`src/rtl/pipe_skid_reg.sv`:
```
// Two-entry skid buffer pipeline stage with flush, back-pressure stall counter and flush drop counter.
// in_ready, out_valid and occupancy are flops loaded from the next state, so in_ready never sees out_ready combinationally.
module pipe_skid_reg #(
  parameter int unsigned N     = 64,
  parameter int unsigned CNT_W = 16
) (
  input  logic             clk,
  input  logic             reset,
  input  logic             flush,
  input  logic             in_valid,
  output logic             in_ready,
  input  logic [N-1:0]     in_data,
  output logic             out_valid,
  input  logic             out_ready,
  output logic [N-1:0]     out_data,
  output logic [1:0]       occupancy,
  output logic [CNT_W-1:0] stall_cnt,
  output logic [CNT_W-1:0] drop_cnt
);

  typedef enum logic [1:0] {
    EMPTY = 2'd0,
    ONE   = 2'd1,
    FULL  = 2'd2
  } state_t;

  state_t           r_state;
  state_t           w_state_nxt;
  logic [N-1:0]     r_main;
  logic [N-1:0]     r_skid;
  logic             r_in_ready;
  logic             r_out_valid;
  logic [1:0]       r_occupancy;
  logic [CNT_W-1:0] r_stall_cnt;
  logic [CNT_W-1:0] r_drop_cnt;

  logic             w_in_xfer;
  logic             w_out_xfer;
  logic             w_load_main;
  logic             w_main_from_skid;
  logic             w_load_skid;
  logic [1:0]       w_drop_inc;
  logic             w_stall_inc;
  logic [1:0]       w_occ_nxt;
  logic [CNT_W:0]   w_stall_sum;
  logic [CNT_W:0]   w_drop_sum;
  logic [CNT_W-1:0] w_stall_nxt;
  logic [CNT_W-1:0] w_drop_nxt;

  assign w_in_xfer   = in_valid & r_in_ready;
  assign w_out_xfer  = r_out_valid & out_ready;
  assign w_stall_inc = r_out_valid & ~out_ready;

  // State register
  always_ff @(posedge clk or posedge reset) begin
    if (reset) begin
      r_state <= EMPTY;
    end else begin
      r_state <= w_state_nxt;
    end
  end

  // Next state, register load enables and flush drop amount
  always_comb begin
    w_state_nxt      = r_state;
    w_load_main      = 1'b0;
    w_main_from_skid = 1'b0;
    w_load_skid      = 1'b0;
    w_drop_inc       = 2'd0;
    if (flush) begin
      w_state_nxt = EMPTY;
      case (r_state)
        ONE:     w_drop_inc = w_out_xfer ? 2'd0 : 2'd1;
        FULL:    w_drop_inc = w_out_xfer ? 2'd1 : 2'd2;
        default: w_drop_inc = 2'd0;
      endcase
    end else begin
      case (r_state)
        EMPTY: begin
          if (w_in_xfer) begin
            w_load_main = 1'b1;
            w_state_nxt = ONE;
          end
        end
        ONE: begin
          case ({w_in_xfer, w_out_xfer})
            2'b11: w_load_main = 1'b1;
            2'b01: w_state_nxt = EMPTY;
            2'b10: begin
              w_load_skid = 1'b1;
              w_state_nxt = FULL;
            end
            default: w_state_nxt = ONE;
          endcase
        end
        FULL: begin
          if (w_out_xfer) begin
            w_load_main      = 1'b1;
            w_main_from_skid = 1'b1;
            w_state_nxt      = ONE;
          end
        end
        default: w_state_nxt = EMPTY;
      endcase
    end
  end

  always_comb begin
    case (w_state_nxt)
      ONE:     w_occ_nxt = 2'd1;
      FULL:    w_occ_nxt = 2'd2;
      default: w_occ_nxt = 2'd0;
    endcase
  end

  // Handshake and occupancy flops track the next state
  always_ff @(posedge clk or posedge reset) begin
    if (reset) begin
      r_in_ready  <= 1'b1;
      r_out_valid <= 1'b0;
      r_occupancy <= 2'd0;
    end else begin
      r_in_ready  <= (w_state_nxt != FULL);
      r_out_valid <= (w_state_nxt != EMPTY);
      r_occupancy <= w_occ_nxt;
    end
  end

  // Payload registers; main keeps its value while the stage is empty
  always_ff @(posedge clk or posedge reset) begin
    if (reset) begin
      r_main <= '0;
      r_skid <= '0;
    end else begin
      if (w_load_main) begin
        r_main <= w_main_from_skid ? r_skid : in_data;
      end
      if (w_load_skid) begin
        r_skid <= in_data;
      end
    end
  end

  // Saturating counters: a carry out of the widened sum pins the count at all-ones
  assign w_stall_sum = {1'b0, r_stall_cnt} + (CNT_W+1)'(w_stall_inc);
  assign w_drop_sum  = {1'b0, r_drop_cnt} + (CNT_W+1)'(w_drop_inc);
  assign w_stall_nxt = w_stall_sum[CNT_W] ? {CNT_W{1'b1}} : w_stall_sum[CNT_W-1:0];
  assign w_drop_nxt  = w_drop_sum[CNT_W]  ? {CNT_W{1'b1}} : w_drop_sum[CNT_W-1:0];

  always_ff @(posedge clk or posedge reset) begin
    if (reset) begin
      r_stall_cnt <= '0;
      r_drop_cnt  <= '0;
    end else begin
      r_stall_cnt <= w_stall_nxt;
      r_drop_cnt  <= w_drop_nxt;
    end
  end

  assign in_ready  = r_in_ready;
  assign out_valid = r_out_valid;
  assign out_data  = r_main;
  assign occupancy = r_occupancy;
  assign stall_cnt = r_stall_cnt;
  assign drop_cnt  = r_drop_cnt;

endmodule
```
`config.mk`:
```
export PLATFORM = sky130hd
export DESIGN_NAME = pipe_skid_reg
export DESIGN_NICKNAME = d
export VERILOG_FILES = /design/src/rtl/pipe_skid_reg.sv
export SDC_FILE = /design/constraint.sdc
export NUM_CORES = 1
export LEC_CHECK = 0
export ABC_CLOCK_PERIOD_IN_PS = 6100
export CORE_UTILIZATION = 40
export DETAILED_ROUTE_END_ITERATION = 12
export PLACE_DENSITY_LB_ADDON = 0.12
export SYNTH_ARGS = -nofsm -noshare
export SYNTH_HDL_FRONTEND = slang
export SYNTH_SLANG_ARGS = --single-unit
```
`constraint.sdc`:
```
create_clock -name clk -period 6.1 [get_ports clk]
set_input_delay 1.83 -clock clk [delete_from_list [all_inputs] [get_ports clk]]
set_output_delay 1.83 -clock clk [all_outputs]
set_load 0.005 [all_outputs]
```
==> results of run 1 <==
[per-layer routing]
metal	part of all wire (%)	track usage, %	routed length [um]	up-vias
met5	0	0	0	-
met2	49	29.51	8141	112
met3	5.9	5.703	983	14
li1	-	-	-	2440
met1	44	22.10	7282	2540
met4	1.1	5.374	187	0
[layout by cell type, fill, tap and decap left out, types with 4 or more instances in the layout]
cell type,count
clkinvlp_4,6
inv_1,10
dfrtp_1,165
nand2_1,26
and4_1,4
mux2_1,24
o21ai_0,4
clkdlybuf4s50_1,168
mux2i_1,64
xnor2_1,11
nand2b_1,5
nor2_1,75
nand4_1,4
a31oi_1,8
buf_4,5
a21oi_1,71
nor2b_1,5
nand3_1,8
mux2_2,42
clkbuf_16,17
ha_1,6
nor3_1,6
[area by class of cell]
type                    count  share of cell area [%]
flip-flops and latches    166                   42.58
inverters                  11                  0.4615
multi-input cells         397                   29.64
repair buffers            176                   18.23
well taps                 229                   2.936
clock inverters            11                   1.538
clock buffers              21                   4.615
[worst paths after layout]
path / endpoint / cells past startpoint / from
setup / recovery: drop_cnt[0] / 10 / flush
max in group asynchronous: r_skid[0] / 3 / reset
hold / removal: r_skid[29] / 1 / r_skid[29]
hold reg to reg: r_skid[29] / 1 / r_skid[29]
min in group asynchronous: occupancy[1] / 2 / reset
setup reg to reg: drop_cnt[0] / 9 / r_state[0]
[power breakdown]
part / leakage, nW / internal, W / switching [W] / total, W
Combinational: 1.71 / 0.000599 / 0.000341 / 0.000940
Clock: 0.276 / 0.000656 / 0.000437 / 0.00109
Sequential: 1.97 / 0.00149 / 0.000236 / 0.00173
[through the flow]
| step | total power [W] | cells |
|---|---|---|
| global route | 0.003992 | 1011 |
| detailed placement | 0.002700 | 979 |
| floorplan | 0.002153 | 604 |
| global placement | 0.002643 | 979 |
| CTS | 0.003817 | 1011 |
| finish | 0.003761 | 1011 |
[synth_stat cells (2+ instances only)]
library cell	instances	share of area [%]
dfrtp_1	165	56
nor2_1	75	3.8
a21oi_1	71	4.8
mux2i_1	64	8.7
mux2_2	42	6.4
nand2_1	26	1.3
mux2_1	24	3.7
inv_1	11	0.56
xnor2_1	11	1.3
buf_4	10	1.0
a31oi_1	8	0.68
nand3_1	8	0.54
buf_2	7	0.48
buf_6	7	1.1
buf_8	6	1.2
ha_1	6	1.0
nor3_1	6	0.41
nand2b_1	5	0.42
nor2b_1	5	0.42
and4_1	4	0.48
nand4_1	4	0.34
o21ai_0	4	0.27
and2_1	3	0.25
and3_1	3	0.25
xor2_1	3	0.36
nand3_2	2	0.27
nand3b_1	2	0.20
nor3_2	2	0.27
nor4_1	2	0.17
o21ai_1	2	0.14
[registers in the layout, indices dropped and copies added, names as in the netlist]
register and cells:
drop_cnt 16, in_ready 1, occupancy 2, out_data 64, out_valid 1, r_skid 64
r_state 2, stall_cnt 16
[kinds of logic (layout without fill, tap and decap cells)]
logic type                 Yosys count  in the layout  synth area share, %
AOI/OAI and AO/OA                   90             90                6.658
xor gates and xnor gates            14             14                1.664
adders and majority gates            7              7                1.291
buffers and inverters               41            219                4.348
DFF                                166            166                56.40
muxes                              130            130                18.78
and+or+nand+nor                    156            156                10.85
[worst reg2reg max path, cell delays in order (launching register included)]
cell and delay [ns]:
dfrtp_1 0.43, nand4b_4 0.26, a21oi_1 0.19, ha_1 0.18, inv_1 0.06, fa_1 0.44, nand2b_1 0.28, nor4_4 0.43
nand3_2 0.34, or2b_1 0.25
==> flow_metrics.py, run 1 <==
metrics = {
    "timing": {
        "finalSetupViolations": 0,
        "setup_slack_ns": 1.659,
        "finClkSkew_ns": 0.006740,
        "hold_ws_ns": 0.4866,
        "rsz0062_at_grt": "no",
        "tns_ns": 0,
        "period_share_pct": 72.81,
        "clock.fmax_mhz": 225.2,
        "finalHoldViolCount": 0,
        "slew_viol_final": 0,
        "slew_headroom_pct": 27.95,
        "tightest_slew_ns": 1.081,
        "min_period_ns": 4.441,
    },
    "clock_network": {
        "cts.sinks": 166,
        "cts_resized": 0,
        "cts_buffers": 17,
        "clock_latency_ns": 0.42,
        "root_buffer": "clkbuf_16",
        "cts_setup_buffers": 0,
        "cts.clk_slew.worst_paths_ns": 0.06,
        "cts_tree": "yes",
        "ctsHtreeMaxLevel": 4,
        "cts_max_path_buffers": 2,
        "ctsHoldBuffers": 0,
    },
    "run": {
        "maxCapViolations": 0,
    },
    "global_routing": {
        "grt_pass1_wl_mm": 25.84,
        "track_usage_pct": 17.82,
        "grt_pass1_vias": 5097,
        "antenna_found_initial": 0,
        "grt_max_degree": 93,
        "grt-ovfl-total": 0,
    },
    "floorplan": {
        "design.die.area_sq_mm": 0.01896,
        "die_y_um": 137.7,
        "start_util_pct": 40.87,
        "row_count": 49,
        "die_w_um": 137.7,
        "top_level_ports": 169,
        "coreArea_sq_mm": 0.01802,
    },
    "synthesis": {
        "synth_edf_count": 0,
        "synth_nets": 680,
        "async_flop_share_pct": 100.0,
        "netlist_area_sq_mm": 0.007367,
        "yosysSeqAreaShare_pct": 56.40,
        "synthCells": 604,
        "yosysWarnings": 0,
        "synth_ff_type": "dfrtp_1",
        "ys_types": 46,
        "syn_area_per_cell_sq_um": 12.20,
        "synth-seq-cells": 166,
    },
    "worst_hold_path": {
        "hold_class": "register to register",
    },
    "worst_setup_path": {
        "crit_required_ns": 6.46,
        "critical_path_class": "input port to register",
        "cp.arrival_ns": 4.80,
        "start_kind": "input port",
        "cpMaxStageDelayCell": "clkdlybuf4s50_1",
        "cp_max_fo": 13,
        "max_stage_delay_ns": 0.70,
        "critPathBufInv": 3,
        "crit_chain": "clkdlybuf4s50_1 -> inv_1 -> a21oi_1 -> ha_1 -> inv_1 -> fa_1 -> nand2b_1 -> nor4_4 -> nand3_2 -> or2b_1",
        "critPathTopFamily": "simple AND/OR/NAND/NOR gates",
        "rrSetupSlack_ns": 3.20,
        "critPathCaptureType": "register",
        "critPathMostFrequentCell": "inv_1",
    },
    "pwr": {
        "peakVddDrop_v": 0.0002636,
        "p_per_area_mw_per_mm2": 385.4,
        "power_leakage_nw": 3.950,
    },
    "layout": {
        "areaGrowthSynthToFinish_pct": 32.47,
        "postLayoutCellArea_sq_mm": 0.009759,
        "drive_gt1_share_pct": 12.02,
        "num_antenna_cells": 0,
        "seqCellArea_sq_mm": 0.004155,
        "multi_input_area_sq_mm": 0.002893,
        "finish.utilization_pct": 54.14,
        "fillers": 1571,
        "num-nets-final": 845,
    },
    "placed_design": {
        "place_area_sq_mm": 0.009159,
        "port_buffers": 168,
        "pre_cts_slack_ns": 1.243,
        "dp_hpwl_mm": 11.11,
        "gp_congestion": 0.8215,
    },
    "detailed_routing": {
        "vias": 5106,
        "postRouteWirelength_mm": 16.59,
        "dr.pass1.iters": 4,
        "drt-vias-per-instance": 5.050,
        "wl_per_cell_um": 16.41,
        "drc": 0,
        "drt_iter0_markers": 275,
        "drtAntennaViolNets": 0,
    },
    "run_status": {
        "status": "finished clean",
    },
}
(Power assumes the default switching activity.)
==> run 2, diff against run 1 <==
--- a/config.mk
+++ b/config.mk
@@ -5,7 +5,7 @@
 export SDC_FILE = /design/constraint.sdc
 export NUM_CORES = 1
 export LEC_CHECK = 0
-export ABC_CLOCK_PERIOD_IN_PS = 6100
+export ABC_CLOCK_PERIOD_IN_PS = 4050
 export CORE_UTILIZATION = 40
 export DETAILED_ROUTE_END_ITERATION = 12
 export PLACE_DENSITY_LB_ADDON = 0.12
==> constraint.sdc (replaced) <==
create_clock -name clk -period 4.05 [get_ports clk]
set_input_delay 1.215 -clock clk [delete_from_list [all_inputs] [get_ports clk]]
set_output_delay 1.215 -clock clk [all_outputs]
set_load 0.005 [all_outputs]
==> flow_metrics.py, run 2 (same netlist as run 1, synthesis figures left out) <==
metrics = {
    "run_status": {
        "status": "finished clean",
    },
    "global_routing": {
        "grt_pass1_wl_mm": 25.76,
        "grt_max_degree": 93,
        "use_met3_pct": 5.445,
        "busiest_layer": "met2",
        "track_usage_pct": 17.63,
        "grt_use_met2_pct": 28.06,
        "grt-ovfl-total": 0,
        "met1_usage_pct": 22.77,
        "antenna_found_initial": 0,
        "grt_pass1_vias": 5117,
    },
    "worst_setup_path": {
        "cpMaxStageDelayCell": "clkdlybuf4s50_1",
        "max_stage_delay_ns": 0.49,
        "r2r-start": "out_valid",
        "cp.depth": 11,
        "start_kind": "input port",
        "cp.arrival_ns": 3.99,
        "reg2reg_depth": 10,
        "critPathCaptureType": "register",
        "crit_path_start": "out_ready",
        "rrSetupSlack_ns": 1.30,
        "crit_chain": "clkdlybuf4s50_1 -> nand2_1 -> nand3b_1 -> a21oi_1 -> ha_1 -> inv_1 -> fa_1 -> nand2b_1 -> nor4_4 -> nand3_2 -> or2b_1",
        "critPathTopFamily": "simple AND/OR/NAND/NOR gates",
        "critical_path_class": "input port to register",
        "crit_required_ns": 4.41,
        "r2r-end": "drop_cnt[0]",
        "cp_max_fo": 13,
        "endpoint": "drop_cnt[0]",
        "critPathBufInv": 2,
    },
    "layout": {
        "final_cell_mix": "clkdlybuf4s50_1 (168), dfrtp_1 (165), nor2_1 (75)",
        "fillers": 1589,
        "areaGrowthSynthToFinish_pct": 33.14,
        "finish.utilization_pct": 54.41,
        "instances_no_fill": 1014,
        "drive_gt1_share_pct": 12.74,
        "num_antenna_cells": 0,
        "layout_commonest_cell": "clkdlybuf4s50_1",
        "num-nets-final": 848,
    },
    "timing": {
        "slew_headroom_pct": 64.85,
        "clock.fmax_mhz": 275.5,
        "finalHoldViolCount": 0,
        "finalSetupViolations": 0,
        "tns_ns": 0,
        "hold_ws_ns": 0.4863,
        "finClkSkew_ns": 0.01226,
        "slew_viol_final": 0,
        "tightest_slew_ns": 0.5273,
        "min_period_ns": 3.629,
        "rsz0062_at_grt": "no",
        "period_share_pct": 89.61,
    },
    "floorplan": {
        "row_count": 49,
        "design.die.area_sq_mm": 0.01896,
        "top_level_ports": 169,
        "start_util_pct": 40.87,
        "die_w_um": 137.7,
        "die_y_um": 137.7,
        "coreArea_sq_mm": 0.01802,
    },
    "pwr": {
        "finalPower_w": 0.005667,
        "p_per_area_mw_per_mm2": 577.8,
        "peakVddDrop_v": 0.0003054,
        "power_leakage_nw": 3.982,
    },
    "clock_network": {
        "root_buffer": "clkbuf_16",
        "ctsHoldBuffers": 0,
        "cts_tree": "yes",
        "cts.clk_slew.worst_paths_ns": 0.06,
        "cts_setup_buffers": 0,
        "cts_resized": 0,
        "cts_max_path_buffers": 2,
        "cts_buffers": 17,
        "cts.sinks": 166,
        "ctsHtreeMaxLevel": 4,
        "clock_latency_ns": 0.43,
    },
    "detailed_routing": {
        "drt-vias-per-instance": 5.027,
        "vias": 5097,
        "drc": 0,
        "postRouteWirelength_mm": 16.23,
        "drt_iter0_markers": 249,
        "dr.pass1.iters": 6,
        "drtAntennaViolNets": 0,
        "wl_per_cell_um": 16.00,
    },
    "placed_design": {
        "gp_congestion": 0.7875,
        "dp_hpwl_mm": 10.54,
        "placedCellCount": 982,
        "port_buffers": 168,
    },
    "worst_hold_path": {
        "min_delay_path_depth": 1,
        "hold_class": "register to register",
    },
    "run": {
        "maxCapViolations": 0,
    },
}
## run 2: changes by cell type in the layout (fill, tap and decap cells not counted), sizes merged
cell,change
clkinvlp,-2
inv,+6
bufinv,-1
clkbuf,-3
buf,+3
## run 2: worst min-delay path by stage
| stage | startpoint | endpoint | slack, ns |
|---|---|---|---|
| final | r_skid[39] | r_skid[39] | 0.49 |
| after CTS | r_skid[28] | r_skid[28] | 0.49 |
| after floorplan | r_skid[24] | r_skid[24] | 0.46 |
| after global routing | r_skid[32] | r_skid[32] | 0.51 |
| after global placement | r_skid[51] | r_skid[51] | 0.47 |
| after detailed placement | r_skid[28] | r_skid[28] | 0.47 |
## run 2: per-layer routing
layer	vias up	wire (um)	share of wire, %
met5	-	0	0
met4	0	190	1.2
met3	12	960	5.9
met2	115	7733	48
met1	2528	7343	45
li1	2442	-	-
## run 2: report_power, final
group	internal [W]	switching (W)	leakage [nW]
clock network	0.000943	0.000715	0.288
registers	0.00225	0.000353	1.97
logic	0.000904	0.000506	1.73
## run 2: metrics by stage
stage | setup WS (ns) | instance area [sq um]
finish | 0.4208 | 9808
global route | 0.1871 | 9808
CTS | 0.4309 | 9808
detailed placement | -0.001490 | 9206
global placement | 0.07266 | 9206
floorplan | 0.7231 | 7371
## run 2: worst reg2reg max path: cells and delay by family, from the launching register on
kind	cells	cell delay, ns
AND/OR/NAND/NOR	6	1.43
adder cells (fa/ha/maj)	2	0.61
flip-flops	1	0.42
AO/OA/AOI/OAI	1	0.18
buffers and inverters	1	0.06
## run 2: cell type report
cell class	instances	area [sq um]	share of cell area [%]
clock inverters	14	162.7	1.658
repair buffers	179	1827	18.62
inverters	11	45.04	0.4592
multi-input cells	397	2893	29.49
flip-flops and latches	166	4155	42.37
well taps	229	286.5	2.921
clock buffers	18	439.2	4.478
